==> src/rtl/mem_arb_pkg.sv <==
// Shared types and constants for the two-port memory arbiter.
package mem_arb_pkg;
  typedef enum logic [1:0] {IDLE, ISSUE, WAIT, ACK} state_e;

  localparam logic       PORT_IF           = 1'b0;
  localparam logic       PORT_LS           = 1'b1;
  localparam int         DEFAULT_MEM_BYTES = 512;
  localparam logic [1:0] ALIGN_MASK        = 2'b11;

  // Per-transaction control latched at grant time.
  typedef struct packed {
    logic port;
    logic we;
    logic illegal;
  } xact_t;
endpackage

==> src/rtl/rr_arbiter2.sv <==
// Two-request round-robin arbiter; the pointer remembers the last granted port.
module rr_arbiter2
  import mem_arb_pkg::*;
(
  input  logic       clk,
  input  logic       rst_n,
  input  logic [1:0] req,
  input  logic       en,
  output logic       gnt_vld,
  output logic       gnt_idx
);
  logic last;

  always_comb begin
    gnt_vld = |req;
    gnt_idx = req[1];
    if (req[0] && req[1]) gnt_idx = ~last;
  end

  // Reset to "port 1 granted last" so port 0 is preferred first.
  always_ff @(posedge clk or negedge rst_n) begin
    if (!rst_n)              last <= PORT_LS;
    else if (en && gnt_vld)  last <= gnt_idx;
  end
endmodule

==> src/rtl/mem_port_arbiter.sv <==
// Shares one word-accessed memory between instruction fetch (port 0) and
// load/store (port 1); fixed 4-cycle transactions, round-robin on contention.
module mem_port_arbiter
  import mem_arb_pkg::*;
#(
  parameter int ADDR_W    = 32,
  parameter int DATA_W    = 32,
  parameter int MEM_BYTES = DEFAULT_MEM_BYTES
) (
  input  logic              clk,
  input  logic              rst_n,
  input  logic              req0,
  input  logic              we0,
  input  logic [ADDR_W-1:0] addr0,
  input  logic [DATA_W-1:0] wdata0,
  output logic              ack0,
  output logic [DATA_W-1:0] rdata0,
  output logic              err0,
  input  logic              req1,
  input  logic              we1,
  input  logic [ADDR_W-1:0] addr1,
  input  logic [DATA_W-1:0] wdata1,
  output logic              ack1,
  output logic [DATA_W-1:0] rdata1,
  output logic              err1,
  output logic [ADDR_W-1:0] mem_addr,
  output logic [DATA_W-1:0] mem_wdata,
  output logic              mem_read,
  output logic              mem_write,
  input  logic [DATA_W-1:0] mem_rdata,
  output logic              busy
);
  state_e            state_q, state_d;
  xact_t             cur;
  logic              gnt_vld, gnt_idx;
  logic              sel_we, sel_illegal;
  logic [ADDR_W-1:0] sel_addr;
  logic [DATA_W-1:0] sel_wdata, cap;

  rr_arbiter2 u_rr (
    .clk     (clk),
    .rst_n   (rst_n),
    .req     ({req1, req0}),
    .en      (state_q == IDLE),
    .gnt_vld (gnt_vld),
    .gnt_idx (gnt_idx)
  );

  assign sel_we      = gnt_idx ? we1    : we0;
  assign sel_addr    = gnt_idx ? addr1  : addr0;
  assign sel_wdata   = gnt_idx ? wdata1 : wdata0;
  assign sel_illegal = ((sel_addr[1:0] & ALIGN_MASK) != 2'b00) ||
                       (sel_addr > ADDR_W'(MEM_BYTES - 4));
  // Writes and illegal accesses return zero read data.
  assign cap  = (cur.we || cur.illegal) ? '0 : mem_rdata;
  assign busy = (state_q != IDLE);

  always_ff @(posedge clk or negedge rst_n) begin
    if (!rst_n) state_q <= IDLE;
    else        state_q <= state_d;
  end

  always_comb begin
    state_d = state_q;
    case (state_q)
      IDLE:    if (gnt_vld) state_d = ISSUE;
      ISSUE:   state_d = WAIT;
      WAIT:    state_d = ACK;
      ACK:     state_d = IDLE;
      default: state_d = IDLE;
    endcase
  end

  always_ff @(posedge clk or negedge rst_n) begin
    if (!rst_n) begin
      cur       <= '0;
      mem_addr  <= '0;
      mem_wdata <= '0;
      mem_read  <= 1'b0;
      mem_write <= 1'b0;
      ack0      <= 1'b0;
      ack1      <= 1'b0;
      err0      <= 1'b0;
      err1      <= 1'b0;
      rdata0    <= '0;
      rdata1    <= '0;
    end else begin
      mem_read  <= 1'b0;
      mem_write <= 1'b0;
      ack0      <= 1'b0;
      ack1      <= 1'b0;
      err0      <= 1'b0;
      err1      <= 1'b0;
      case (state_q)
        IDLE: if (gnt_vld) begin
          cur       <= '{port: gnt_idx, we: sel_we, illegal: sel_illegal};
          mem_addr  <= sel_addr;
          mem_wdata <= sel_wdata;
          mem_read  <= !sel_we && !sel_illegal;
          mem_write <= sel_we && !sel_illegal;
        end
        WAIT: begin
          if (cur.port == PORT_IF) begin
            ack0   <= 1'b1;
            err0   <= cur.illegal;
            rdata0 <= cap;
          end else begin
            ack1   <= 1'b1;
            err1   <= cur.illegal;
            rdata1 <= cap;
          end
        end
        default: ;
      endcase
    end
  end
endmodule

==> config.mk <==
export PLATFORM = sky130hd
export DESIGN_NAME = mem_port_arbiter
export DESIGN_NICKNAME = d
export VERILOG_FILES = /design/src/rtl/mem_arb_pkg.sv /design/src/rtl/rr_arbiter2.sv /design/src/rtl/mem_port_arbiter.sv
export SDC_FILE = /design/constraint.sdc
export NUM_CORES = 1
export LEC_CHECK = 0
export CORE_ASPECT_RATIO = 0.6
export CORE_MARGIN = 5
export CORE_UTILIZATION = 43
export DETAILED_ROUTE_END_ITERATION = 8
export HOLD_SLACK_MARGIN = 0.15
export PLACE_DENSITY = 0.86
export SLEW_MARGIN = 10
export SYNTH_ARGS = -nofsm -noshare
export SYNTH_HDL_FRONTEND = slang
export SYNTH_SLANG_ARGS = --single-unit
==> constraint.sdc <==
create_clock -name clk -period 2.5 [get_ports clk]
set_input_delay 0.5 -clock clk [delete_from_list [all_inputs] [get_ports clk]]
set_output_delay 0.5 -clock clk [all_outputs]
set_load 0.01 [all_outputs]
Yosys cells after proc, flatten, opt, wreduce, memory -nomap -nowiden
Cells that the tools add are included.
- flip-flop bits (word level): 140
- magnitude comparators: 1
- eq/ne operators: 4
- multiplexer cells: 19
- bitwise logic cells: 2
- reduce and logical (&&, ||, !) cells: 15
- operator list (kind ; number):
    2-to-1 mux 32 bit ; 3
    greater-than comparator 32 x 9 -> 1 bit (second input constant) ; 1
    2-to-1 mux 1 bit ; 14
    case mux 2 bit (4 select lines) ; 1
    AND reduction 2 bit ; 3
    == test 2 bit (second input constant) ; 2
    logical AND 1 bit ; 4
    nonzero test 2 bit ; 2
    == test 2 x 1 -> 1 bit (second input constant) ; 1
    logical NOT 1 bit ; 2
    logical NOT 2 bit ; 1
    logical OR 1 bit ; 2
    2-to-1 mux 2 bit ; 1
    inequality test 2 bit (second input constant) ; 1
    NOT 1 bit ; 2
    OR reduction 2 bit ; 1

Depth between registers and ports, before layout
Gate-level depths: netlist (run 1).
- depth after elaboration: 9
- depth in mapped cells: 9
- gate-level depth less buffers: 6

By module
A second synthesis (run 1) with hierarchy kept.
- cells, all modules: 587
- area, all modules: 5891.9 µm²
- by module, submodules not included (module ; instances ; cells an instance ; area an instance (µm²) ; seq. area each (µm²)):
    mem_port_arbiter ; 1 ; 582 ; 5840.6 ; 3478.3
    rr_arbiter2 ; 1 ; 5 ; 51.3 ; 26.3

Worst setup path after synthesis (run 1)
Ideal clock, no wire load.
- kind: reg2reg
- from: register state_q[0]
- to: register mem_addr[10]
- arrival time: 1375 ps
- slack: 995 ps
- cell stages (with the launch flop): 9
- buffers on the path: 3
- clock period less this slack: 1505 ps
- cells stage by stage: dfrtp_1 > inv_1 > ha_1 > buf_4 > inv_1 > nor2_2 > buf_2 > buf_2 > a31oi_1
- cells in the longest elaborated chain, start to end: 2
- RTL lines (item ; RTL line ; text):
    start, declared ; mem_port_arbiter.sv:33 ; state_e state_q, state_d;
    start signal, assigned ; mem_port_arbiter.sv:60 ; else state_q <= state_d;
    logical NOT 2 bit ; mem_port_arbiter.sv:94 ; case (state_q)
    AND reduction 2 bit (no source line) ; - ;
    end signal, assigned ; mem_port_arbiter.sv:97 ; mem_addr <= sel_addr;
    end, declared ; mem_port_arbiter.sv:26 ; output logic [ADDR_W-1:0] mem_addr,
No other way between the ends.
A chain may end at the register's enable or synchronous reset.

Worst setup path after layout (run 1)
- from: register state_q[0]
- to: output port busy
- cells in the longest elaborated chain, start to end: 1
- RTL lines (item ; RTL line ; text):
    nonzero test 2 bit ; mem_port_arbiter.sv:56 ; assign busy = (state_q != IDLE);
    end, declared ; mem_port_arbiter.sv:31 ; output logic busy
No other way between the ends.

==> results of run 1 <==
logic make-up (layout without fill, tap and decap cells):
group / after synthesis / count (layout) / share of synthesized area
compound gates: 142 / 142 / 0.143
fa+ha+maj: 2 / 2 / 0.00421
buf+inv: 55 / 362 / 0.0462
flops: 140 / 140 / 0.590
mux: 1 / 1 / 0.00190
simple gates: 323 / 323 / 0.214
cell usage in the layout, fill, tap and decap left out, drive strengths merged:
master / n
clkdlybuf4s50: 299
nand2: 228
dfrtp: 139
nor2: 73
o21ai: 67
a31oi: 66
buf: 22
clkbuf: 18
inv: 14
nor4: 8
nor3: 5
a21oi: 3
bufinv: 3
clkinv: 3
nand4: 2
or3: 2
ha: 2
clkinvlp: 2
and4: 2
nand2b: 1
a21bo: 1
a21boi: 1
nor3b: 1
nor2b: 1
o32ai: 1
o211ai: 1
o21ba: 1
mux2: 1
a2bb2oi: 1
dlygate4sd3: 1
dfstp: 1
worst paths after layout:
check / to / start
max in group asynchronous: mem_wdata[8] / rst_n
worst min-delay path: rdata1[14] / rdata1[14]
worst min register to register: rdata1[14] / rdata1[14]
min in group asynchronous: mem_addr[1] / rst_n
worst max register to register: mem_addr[14] / state_q[0]
worst max-delay path: busy / state_q[0]
routing by layer:
layer	up-vias	GRT usage	part of all wire
met1	2714	0.300	0.42
met3	20	0.0948	0.097
met4	0	0.0552	0.012
met5	-	0	0
li1	2808	-	-
met2	245	0.399	0.48
power by group:
part	total [mW]	switching [mW]	internal [mW]
Sequential	3.26	0.348	2.91
Combinational	3.70	1.82	1.88
Clock	2.62	1.02	1.60
Total	9.57	3.19	6.39
through the flow:
stage | cell area [sq um] | power [mW] | util | instances
after CTS | 9800 | 9.65 | 0.722 | 1145
after global placement | 9180 | 6.91 | 0.676 | 1112
after floorplan | 5940 | 4.95 | - | 663
final | 9800 | 9.57 | 0.722 | 1145
after detailed placement | 9180 | 7.01 | 0.676 | 1112
after global routing | 9800 | 10.2 | 0.722 | 1145
layout make-up:
class / count / area share
multi-input combinational: 468 / 0.222
inverter: 8 / 0.00306
tap: 175 / 0.0223
sequential: 140 / 0.357
clock buffer: 18 / 0.0438
clock inverter: 14 / 0.0186
timing repair buffer: 322 / 0.332
flip-flops by register name, indices dropped and copies added (netlist names):
name / cells
err0: 1
rdata1: 32
rdata0: 32
ack1: 1
mem_write: 1
ack0: 1
u_rr.last: 1
state_q: 2
cur: 3
mem_read: 1
err1: 1
mem_addr: 32
mem_wdata: 32
what timing repair did:
action	in CTS	in global routing
setup endpoints to repair	0	0
hold endpoints to repair	51	0
hold buffers	1	0
critical path: stages, from the launching register on:
cell             delay, ps
dfrtp_1                330
inv_1                   70
ha_1                   210
inv_1                  140
clkdlybuf4s50_1        580
==> results.ini, run 1 <==
[timing]
rsz0062_at_grt = false
setup_tns_ps = 0
slew_headroom = 0.610
finalSetupViolCount = 0
drv_slew = 0
fmax_ghz = 0.449
min_period_over_period = 0.890
setup_ws_ps = 275
hold_ws_ps = 478
fin_crit_ps = 2220
skew_ps = 9.99
worst_pin_slew_ps = 584
hold_viol_final = 0

[logic_synthesis]
ys_seq_elements = 140
ys.warnings.count = 0
syn_area_sq_um = 5940
netlist_top_cells_area = dfrtp_1, nand2_1, a31oi_1, o21ai_0, nor2_1
synth_area_leader_cell = dfrtp_1
yosysTopAreaCellShare = 0.586
synth-seq-area-share = 0.590
synth-edff-count = 0
synth_cell_types = 30
synthArstFlopShare = 1.00
syn-num-nets = 831
yosys.cell_count.top_type = nand2_1
synth.avg_cell_area_sq_um = 8.95
synthTopCellsByCount = nand2_1, dfrtp_1, nor2_1
synthCells = 663
synth_ff_type = dfrtp_1

[clock_network]
clk-insertion-delay-late_ps = 400
cts_buffers = 17
ctsHtreeMaxLevel = 4
cts.repair.resized = 0
cts_root_buf = clkbuf_16
clock-sinks = 140
cts_buffer_depth = 2
post-cts-setup-buffer-count = 0
cts_tree = yes
clk_pin_slew_ps = 60

[pwr]
leakage_nw = 4.11
max-vdd-ir-drop_mv = 0.507
pwr_density_cell_nw_per_um2 = 977

[final_layout]
multiInputGateArea_sq_um = 2180
area_growth_pct = 65.1
fillers = 1036
antenna_cells = 0
nNetsFinal = 1125
seq_area_sq_um = 3500
layout-drive-gt1-share = 0.0670

[routing]
antenna_left = 0
drc_errors = 0
route.vias.total = 5787
drt-total-wl_um = 19600
vias_per_cell = 5.05
post_drt_wl_per_cell_um = 17.1
dr.first_iter.drc_count = 476
drt_first_pass_iters = 5

[worst_hold_path]
hold_path_class = flop to flop
hold_depth = 2

[die]
ios = 301
core_sq_um = 13600
die_w_um = 162
die_y_um = 101
rows = 33
initial_core_util = 0.437
die-area_sq_um = 16300

[run_status]
outcome = finished clean

[setup_path]
start_kind = flop
required_ps = 2000
crit_type = flop to primary output
cp-end-kind = primary output
worst-path-max-fanout = 3
r2r_slack_ps = 700
crit_arrival_ps = 1720
reg2reg_depth = 7

[grt]
grt_pass1_vias = 5831
grt_usage = 0.240
grt_remaining_overflow = 0
antenna_found_initial = 0
grt_max_degree = 67
grt_pass1_wl_um = 30900

[place]
hpwl_um = 14700
gp_congestion = 0.880
place_ws_ps = 223
port_buffers = 300

[run]
drv_cap = 0

(Power assumes the default switching activity.)
==> run 2, diff against run 1 <==
==> constraint.sdc (replaced) <==
create_clock -name clk -period 2.5 [get_ports clk]
set_input_delay 0.625 -clock clk [delete_from_list [all_inputs] [get_ports clk]]
set_output_delay 0.625 -clock clk [all_outputs]
set_load 0.01 [all_outputs]
==> run 2 against run 1 <==
  * Clock skew grew 2.4 ps
  * Highest routed layer unchanged
  * Critical path type unchanged
  * Via count rose by 0.24%
  * Clock-buffer cell count stayed put
  * First-iteration DRC count decreased by 9.0%
  * Critical path depth is the same
  * Design area is 0.80% lower
  * Global-route usage up 0.16 points
  * Sequential cell count did not move
==> results.ini, run 2 (synthesis gave the netlist of run 1 again) <==
[pwr]
internal_power_mw = 6.21  ; -2.8%
seqPwrFrac = 0.347  ; +0.007
pwr_density_cell_nw_per_um2 = 964  ; -1.3%
combPwrFrac = 0.386  ; about the same
switching_share = 0.338  ; +0.00506
max-vdd-ir-drop_mv = 0.495  ; -2.3%
power.share.clock = 0.267  ; -0.006
leakage_nw = 4.07  ; -1.0%
power.switching_mw = 3.17  ; -0.58%

[final_layout]
layout_commonest_cell = clkdlybuf4s50_1
layout-drive-gt1-share = 0.0642  ; -0.00283
final_cell_mix = clkdlybuf4s50_1, nand2_1, dfrtp_1
area_growth_pct = 63.8
antenna_cells = 0  ; unchanged
nNetsFinal = 1121  ; -0.36%

[setup_path]
path_buf_inv = 3  ; unchanged
path_delay_family = buffers and inverters
cp_slowest_stage_delay_ps = 570  ; about the same
crit_path_top_delay_cell = clkdlybuf4s50_1
start_kind = flop
path_cells = inv_1, ha_1, inv_1, clkdlybuf4s50_1
crit_arrival_ps = 1730  ; about the same
cp_common_cell = inv_1
worst-path-max-fanout = 3  ; unchanged
cp.depth = 4  ; unchanged
required_ps = 1880  ; -120 ps
cp-end-kind = primary output
crit_type = flop to primary output
reg2reg_depth = 7  ; unchanged

[die]
ios = 301  ; unchanged
rows = 33  ; unchanged
die_y_um = 101  ; unchanged
initial_core_util = 0.437  ; unchanged
core_sq_um = 13600  ; unchanged
die-area_sq_um = 16300  ; unchanged
die_w_um = 162  ; unchanged

[timing]
hold_ws_ps = 165  ; -314 ps
worst_pin_slew_ps = 587  ; +3.62 ps
slew_headroom = 0.608  ; -0.00242
rsz0062_at_grt = false
fin_crit_ps = 2360  ; +130 ps
finalSetupViolCount = 0  ; unchanged
hold_viol_final = 0  ; unchanged
fmax_ghz = 0.425  ; -5.5%
setup_tns_ps = 0  ; unchanged
min_period_over_period = 0.942  ; +0.0522
skew_ps = 12.4  ; +2.39 ps
drv_slew = 0  ; unchanged

[routing]
drc_errors = 0  ; unchanged
route.vias.total = 5801  ; +0.24%
post_drt_wl_per_cell_um = 17.2  ; +0.56%
drt-total-wl_um = 19600  ; +0.21%
dr.first_iter.drc_count = 433  ; -9.0%
antenna_left = 0  ; unchanged
vias_per_cell = 5.08  ; +0.59%
drt_first_pass_iters = 5  ; unchanged

[grt]
antenna_found_initial = 0  ; unchanged
grt_pass1_vias = 5834  ; +0.051%
grt_pass1_wl_um = 31300  ; +1.2%
grt_usage = 0.242  ; +0.00164
grt_max_degree = 67  ; unchanged
grt_remaining_overflow = 0  ; unchanged

[run]
drv_cap = 0  ; unchanged

[clock_network]
cts.repair.resized = 0  ; unchanged
postCtsHoldBufs = 0  ; -1
clock-sinks = 140  ; unchanged
cts_buffers = 17  ; unchanged
cts_root_buf = clkbuf_16
clk_pin_slew_ps = 70  ; about the same
cts_tree = yes
clk-insertion-delay-late_ps = 400  ; about the same
ctsHtreeMaxLevel = 4  ; unchanged
post-cts-setup-buffer-count = 0  ; unchanged
cts_buffer_depth = 2  ; unchanged

[place]
gp_congestion = 0.910  ; +3.3%
port_buffers = 300  ; unchanged
hpwl_um = 14800  ; +0.54%

[run_status]
outcome = finished clean

[worst_hold_path]
hold_path_class = primary input to asynchronous set/reset pin

## run 2: through the flow
step	util	cell area (sq um)	worst slack, ps	power, mW	std cells
2_1_floorplan	-	5940	958	4.95	663
3_5_place_dp	0.672	9130	89.6	6.93	1109
5_1_grt	0.716	9720	74.3	9.97	1141
3_3_place_gp	0.672	9130	61.5	6.81	1109
4_1_cts	0.716	9720	127	9.48	1141
6_report	0.716	9720	145	9.38	1141
## run 2: area by class of cell
class                      count  area, sq um
inverter                       8         30.0
tap                          175          219
fill                        1019         3860
clock buffer                  18          429
timing repair buffer         318         3200
sequential                   140         3500
multi-input combinational    468         2180
clock inverter                14          161
## run 2: worst paths after layout
path	start	endpoint	slack [ps]
max in group asynchronous	rst_n	rdata0[21]	1690
worst max-delay path	state_q[0]	busy	140
worst min-delay path	rst_n	mem_wdata[30]	160
worst max register to register	state_q[0]	mem_wdata[16]	610
min in group clk	rdata0[29]	rdata0[29]	480
worst min register to register	rdata0[29]	rdata0[29]	480
## run 2: power groups by stage
stage / logic (mW) / registers [mW] / clock network [mW]
final: 3.62 / 3.25 / 2.51
after global routing: 3.95 / 3.35 / 2.68
after CTS: 3.66 / 3.25 / 2.57
after detailed placement: 3.64 / 3.29 / 0
after global placement: 3.55 / 3.26 / 0
after floorplan: 1.42 / 3.53 / 0
## run 2: routing by layer
layer	global-route usage	part of all wire	wire length, um
met3	0.0928	0.10	1950
met4	0.0461	0.010	197
met1	0.310	0.41	8120
met2	0.399	0.48	9330
met5	0	0	0
## run 2: worst reg2reg max path: stages (launching register included)
cell     delay, ps
dfrtp_1        370
inv_1          100
ha_1           170
inv_1          100
nor2_4         500
buf_12         330
nor2_1          80
a31oi_1        160
